### config.mk
export PLATFORM = sky130hd
export DESIGN_NAME = pc_debug_controller
export DESIGN_NICKNAME = d
export VERILOG_FILES = /design/src/rtl/pc_debug_controller.sv
export SDC_FILE = /design/constraint.sdc
export NUM_CORES = 1
export LEC_CHECK = 0
export BUFFER_PORTS_ARGS = -buffer_cell sky130_fd_sc_hd__clkbuf_2
export CORE_MARGIN = 8
export CORE_UTILIZATION = 44
export DETAILED_ROUTE_END_ITERATION = 10
export HOLD_SLACK_MARGIN = 0.15
export PLACE_DENSITY = 0.68
export SYNTH_ARGS = -nofsm -noshare
export SYNTH_HDL_FRONTEND = slang
export SYNTH_SLANG_ARGS = --single-unit
### constraint.sdc
create_clock -name i_clk -period 5.6 [get_ports i_clk]
set_input_delay 0.84 -clock i_clk [delete_from_list [all_inputs] [get_ports i_clk]]
set_output_delay 0.84 -clock i_clk [all_outputs]
set_load 0.01 [all_outputs]
### src/rtl/pc_debug_controller.sv
// Purpose : debug execution controller; turns RUN/STEP/STOP/FLUSH/CLEAR commands
//           into enable/flush/clear control for the PC/IF stage; halts on retired halt.
// Latency : control outputs are Moore (decoded from the state register); o_done and
//           o_cmd_error are registered and appear in the cycle after the causing edge.
// Backpressure: o_cmd_ready is low in STEP/FLUSH/CLEAR; commands offered then are
//           dropped silently (no error, no queueing).
//
// Ports:
//   i_clk, i_reset          clock (rising edge), async active-high reset
//   i_cmd_valid, i_cmd      command strobe and code (0 NOP,1 RUN,2 STEP,3 STOP,4 FLUSH,5 CLEAR)
//   i_halt_seen             halt instruction retired (level, sampled each edge)
//   o_cmd_ready             command accepted this cycle when valid
//   o_enable/o_flush/o_clear pipeline control
//   o_done, o_cmd_error     single-cycle completion / rejection pulses
//   o_state                 current state encoding
//   o_cycle_count           saturating count of enabled cycles since CLEAR/reset
module pc_debug_controller #(
   parameter int CYCLE_COUNT_BITS = 32
) (
   input  logic                        i_clk,
   input  logic                        i_reset,
   input  logic                        i_cmd_valid,
   input  logic [2:0]                  i_cmd,
   input  logic                        i_halt_seen,
   output logic                        o_cmd_ready,
   output logic                        o_enable,
   output logic                        o_flush,
   output logic                        o_clear,
   output logic                        o_done,
   output logic                        o_cmd_error,
   output logic [2:0]                  o_state,
   output logic [CYCLE_COUNT_BITS-1:0] o_cycle_count
);

   localparam logic [2:0] S_IDLE   = 3'd0;
   localparam logic [2:0] S_RUN    = 3'd1;
   localparam logic [2:0] S_STEP   = 3'd2;
   localparam logic [2:0] S_FLUSH  = 3'd3;
   localparam logic [2:0] S_CLEAR  = 3'd4;
   localparam logic [2:0] S_HALTED = 3'd5;

   localparam logic [2:0] C_NOP   = 3'd0;
   localparam logic [2:0] C_RUN   = 3'd1;
   localparam logic [2:0] C_STEP  = 3'd2;
   localparam logic [2:0] C_STOP  = 3'd3;
   localparam logic [2:0] C_FLUSH = 3'd4;
   localparam logic [2:0] C_CLEAR = 3'd5;

   logic [2:0]                  state_q, state_d;
   logic                        done_q, done_d;
   logic                        err_q, err_d;
   logic [CYCLE_COUNT_BITS-1:0] count_q, count_d;
   logic                        accept;

   // Moore decode straight from the state register so reset drops them at once.
   assign o_enable    = (state_q == S_RUN) || (state_q == S_STEP);
   assign o_flush     = (state_q == S_FLUSH);
   assign o_clear     = (state_q == S_CLEAR);
   assign o_cmd_ready = (state_q == S_IDLE) || (state_q == S_RUN) || (state_q == S_HALTED);
   assign o_done      = done_q;
   assign o_cmd_error = err_q;
   assign o_state     = state_q;
   assign o_cycle_count = count_q;

   assign accept = i_cmd_valid && o_cmd_ready;

   always_comb begin
      state_d = state_q;
      done_d  = 1'b0;
      err_d   = 1'b0;
      case (state_q)
         S_IDLE, S_HALTED: begin
            if (accept) begin
               case (i_cmd)
                  C_NOP: ;
                  C_RUN: begin
                     if (state_q == S_IDLE) state_d = S_RUN;
                     else                   err_d   = 1'b1;
                  end
                  C_STEP: begin
                     if (state_q == S_IDLE) state_d = S_STEP;
                     else                   err_d   = 1'b1;
                  end
                  C_STOP: begin
                     // STOP while idle just acknowledges; while halted it is refused.
                     if (state_q == S_IDLE) done_d = 1'b1;
                     else                   err_d  = 1'b1;
                  end
                  C_FLUSH: state_d = S_FLUSH;
                  C_CLEAR: state_d = S_CLEAR;
                  default: err_d   = 1'b1;
               endcase
            end
         end
         S_RUN: begin
            // Halt outranks any command on the same edge, so only one o_done fires.
            if (i_halt_seen) begin
               state_d = S_HALTED;
               done_d  = 1'b1;
            end else if (accept) begin
               case (i_cmd)
                  C_NOP: ;
                  C_STOP: begin
                     state_d = S_IDLE;
                     done_d  = 1'b1;
                  end
                  default: err_d = 1'b1;
               endcase
            end
         end
         S_STEP: begin
            state_d = i_halt_seen ? S_HALTED : S_IDLE;
            done_d  = 1'b1;
         end
         S_FLUSH, S_CLEAR: begin
            state_d = S_IDLE;
            done_d  = 1'b1;
         end
         default: state_d = S_IDLE;
      endcase
   end

   // Zeroed on the edge leaving CLEAR; otherwise counts enabled edges, saturating.
   always_comb begin
      count_d = count_q;
      if (state_q == S_CLEAR) begin
         count_d = '0;
      end else if (o_enable && (count_q != {CYCLE_COUNT_BITS{1'b1}})) begin
         count_d = count_q + 1'b1;
      end
   end

   always_ff @(posedge i_clk or posedge i_reset) begin
      if (i_reset) begin
         state_q <= S_IDLE;
         done_q  <= 1'b0;
         err_q   <= 1'b0;
         count_q <= '0;
      end else begin
         state_q <= state_d;
         done_q  <= done_d;
         err_q   <= err_d;
         count_q <= count_d;
      end
   end

endmodule
=== Word level (Yosys, flattened, before mapping) ===
Cells that the tools add are included.

* Register bits: 37
* Input bits: 7
* Output and inout bits: 41
* Logic and storage cells: 61

* Add/subtract/negate cells: 1
* Equality and inequality tests: 17
* Mux-type cells: 25
* Reductions and logical operators: 14

{| class="wikitable"
|+ Operator list
! cell !! count
|-
| two-way mux 32 bit || 2
|-
| adder 32 x 1 -> 32 bit, second input constant || 1
|-
| inequality test 32 bit, second input constant || 1
|-
| two-way mux 3 bit || 7
|-
| equality test 3 x 2 -> 1 bit, second input constant || 4
|-
| equality test 3 bit, second input constant || 4
|-
| one-hot mux 3 bit (4 select lines) || 1
|-
| two-way mux 1 bit || 11
|-
| inequality test 3 bit, second input constant || 3
|-
| one-hot mux 3 bit (3 select lines) || 1
|-
| OR reduction 3 bit || 3
|-
| equality test 3 x 1 -> 1 bit, second input constant || 2
|-
| logical NOT 3 bit || 2
|-
| AND reduction 6 bit || 1
|-
| inequality test 5 x 1 -> 1 bit, second input constant || 1
|-
| one-hot mux 1 bit (2 select lines) || 2
|-
| OR reduction 2 bit || 2
|-
| logical OR 1 bit || 3
|-
| inequality test 3 x 2 -> 1 bit, second input constant || 1
|-
| one-hot mux 1 bit (3 select lines) || 1
|-
| logical AND 1 bit || 2
|-
| inequality test 2 bit, second input constant || 1
|-
| nonzero test 2 bit || 1
|}

=== Depth between registers and ports, before layout ===
* Word-level depth: 7
* Gate-level depth with buffers: 7
* Depth with buffers taken out: 6

=== Least setup slack after synthesis ===
Ideal clock, no wire load.

* Kind: register to output
* Start: register state_q[2], in the netlist o_state[2]
* End: output o_clear
* Arrival time: 1393 ps
* Data required time: 4760 ps
* Slack: 3367 ps
* Stages on the path, launching flop included: 5
* Path buffers: 2
* Cell sequence: dfrtp_1 clkbuf_1 nand2_1 clkinv_1 buf_1

* Longest elaborated chain between the ends: 1

{| class="wikitable"
|+ Ends and longest elaborated chain
! element !! line !! source
|-
| start, declared || 49 || <nowiki>logic [2:0] state_q, state_d;</nowiki>
|-
| start signal, assigned || 140 || <nowiki>state_q <= state_d;</nowiki>
|-
| equality test 3 bit || 58 || <nowiki>assign o_clear = (state_q == S_CLEAR);</nowiki>
|-
| end, declared || 28 || <nowiki>output logic o_clear,</nowiki>
|}

Every way passes these cells.

=== Final worst setup path ===
Ends and elaborated chain as after synthesis.

==> results.sh <==
export IMPL_status="completed"
export IMPL_antenna_found_initial=0
export IMPL_crit_type="flip-flop to output pin"
export IMPL_fin_worst_skew_ps=10.42
export IMPL_drt_iter0_drc=214
export IMPL_io_buffers=47
export IMPL_ys_seq_elements=37
export IMPL_wl_per_cell_um=15.35
export IMPL_setup_viol=0
export IMPL_die_y_um=88.10
export IMPL_cts_root_buffer="clkbuf_8"
export IMPL_post_route_util_pct=52.61
export IMPL_p_leak_nw=1.117
export IMPL_antenna_left=0
export IMPL_cts_sinks=37
export IMPL_cts_tree="yes"
export IMPL_gp_congestion=0.8265
export IMPL_power_density_nw_per_um2=323.2
export IMPL_maxCapViolations=0
export IMPL_drc_errors=0
export IMPL_num_rows=26
export IMPL_cts_setup_buffers=0
export IMPL_boundaryPins=48
export IMPL_vias_per_cell=5.888
export IMPL_setup_slack_ps=2980
export IMPL_ys_async_sr_fraction_pct=100.0
export IMPL_core_area_sq_um=5075
export IMPL_synthCells=266
export IMPL_nFillCells=524
export IMPL_yosysMostFrequentCell="dfrtp_1"
export IMPL_yosys_top_cells_area="dfrtp_1 (40%), a21oi_1 (5.3%), o21ai_0 (5.3%)"
export IMPL_synth_edf_count=0
export IMPL_yosysSeqAreaShare_pct=40.48
export IMPL_numPlacedInstances=376
export IMPL_place_area_sq_um=2584
export IMPL_synthDistinctLibCells=48
export IMPL_syn_nets=274
export IMPL_grt_use_met3_pct=3.471
export IMPL_yosysWarningCount=0
export IMPL_synth_flop_cell="dfrtp_1"
export IMPL_final_nets=321
export IMPL_grt_max_degree=38
export IMPL_start_util_pct=45.07
export IMPL_vdd_drop_max_mv=0.1878
export IMPL_critical_path_required_ps=4760
export IMPL_die_x_um=88.10
export IMPL_place_hpwl_mm=4.360
export IMPL_instances_no_fill=383
export IMPL_pre_cts_ws_ps=3250
export IMPL_tightest_slew_ps=883.4
export IMPL_grt_overflow_total=0
export IMPL_clock_latency_ps=280
export IMPL_yosys_area_top_type="dfrtp_1"
export IMPL_cts_hold_buf=0
export IMPL_cts_buffers=5
export IMPL_fin_setup_tns_ps=0
export IMPL_fin_area_sq_um=2670
export IMPL_arrival_ps=1780
export IMPL_finalHoldViolations=0
export IMPL_grt_pass1_wl_mm=10.09
export IMPL_crit_fanout=22
export IMPL_yosys_area_top_type_share_pct=40.48
export IMPL_n_antenna_cell=0
export IMPL_synth_avg_cell_area_sq_um=8.598
export IMPL_drt_pre_antenna_iters=4
export IMPL_end_kind="output pin"
export IMPL_top_usage_layer="met2"
export IMPL_areaGrowthSynthToFinish_pct=16.74
export IMPL_cts_htree_levels=2
export IMPL_die_area_sq_um=7762
export IMPL_rsz0062_at_grt="false"
export IMPL_grt_usage_pct=15.92
export IMPL_clk_path_buf_depth=2
export IMPL_final_layout_size_suffix_gt1_share_pct=21.09
export IMPL_min_period_ps=2620
export IMPL_syn_area_sq_um=2287
export IMPL_synth_commonest_cells="dfrtp_1 (37), nand2_1 (25), a21oi_1 (24), o21ai_0 (24), or3_1 (18)"
export IMPL_slew_headroom_pct=40.17
export IMPL_start_kind="flip-flop"
export IMPL_drt_wl_total_mm=5.878
export IMPL_min_path_type="flip-flop to flip-flop"
export IMPL_max_freq_mhz=381.6
export IMPL_drv_slew=0
export IMPL_cts_clk_slew_worst_paths_ps=70
export IMPL_use_met1_pct=19.53
export IMPL_first_global_vias=2175
export IMPL_cts_resized=0
export IMPL_vias=2255
export IMPL_grtUsageMet2_pct=26.68
export IMPL_period_share_pct=46.79
==> sequential cells by signal (all words and copies together) (netlist names) <==
signal         flops
o_cycle_count     32
o_cmd_error        1
o_state            3
o_done             1
==> through the flow <==
step / power, mW / hold slack [ps]
6_report: 0.8630 / 531.1
5_1_grt: 0.9301 / 574.3
4_1_cts: 0.8745 / 534.7
3_5_place_dp: 0.6863 / 524.7
3_3_place_gp: 0.6835 / 523.5
2_1_floorplan: 0.5789 / 544.2
==> cell usage in the layout (no fill, tap or decap), types with 2 or more instances in the layout <==
master    instances
nor2_1           11
a21oi_1          24
and4_1            5
or3_1            18
clkbuf_2         47
o21ai_0          24
buf_4             2
nand2_1          25
and2_1            3
nor4_2            2
inv_1             5
nand4_1          12
or4_1             4
nor2b_1           7
dfrtp_1          37
o211ai_1          6
and3_1            8
xnor2_1           3
xor2_1            3
nand2b_1          3
o31ai_1           4
mux2i_1           3
clkbuf_8          6
a31oi_1           3
or2_2             3
nor3b_1           2
nand3_1          13
nor3_1            9
==> cell type report <==
class / count / area [sq um] / area share, %
Multi-Input combinational cell: 214 / 1297 / 48.59
Clock buffer: 7 / 86.33 / 3.233
Tap cell: 70 / 87.58 / 3.280
Timing Repair Buffer: 49 / 250.2 / 9.372
Inverter: 6 / 22.52 / 0.8435
Sequential cell: 37 / 925.9 / 34.68
==> routing by layer <==
metal	part of all wire [%]	vias to the layer above
li1	-	1099
met1	44	1079
met2	48	68
met3	6.2	9
met4	1.6	0
met5	0	-
==> cell families (layout without fill, tap and decap cells) <==
group                    after synthesis  count (layout)  share of synthesized area [%]
AND/OR/NAND/NOR                      130             130                          32.22
flip-flops                            37              37                          40.48
buffers and inverters                 15              62                          2.790
adder cells (fa/ha/maj)                1               1                         0.5470
XOR/XNOR                               6               6                          2.298
AO/OA/AOI/OAI                         74              74                          20.35
multiplexers                           3               3                          1.313
==> report_power, final <==
part / total [mW] / internal [mW] / switching [mW]
registers: 0.361 / 0.295 / 0.0662
logic: 0.315 / 0.122 / 0.193
clock network: 0.187 / 0.0977 / 0.0892
==> worst paths after layout <==
check / startpoint / end / slack [ps] / cells after the start
max: o_state[2] / o_clear / 2980 / 3
min: o_cycle_count[27] / o_cycle_count[27] / 530 / 1
max reg2reg: o_cycle_count[0] / o_cycle_count[27] / 3260 / 6
min reg2reg: o_cycle_count[27] / o_cycle_count[27] / 530 / 1
max in group asynchronous: i_reset / o_cycle_count[7] / 4630 / 3
min in group asynchronous: i_reset / o_cycle_count[14] / 640 / 3
==> critical path, stage by stage (launching register included) <==
cell and delay (ps):
dfrtp_1 760, nand2_1 430, clkinv_1 160, clkbuf_2 150
(Power assumes the default switching activity.)
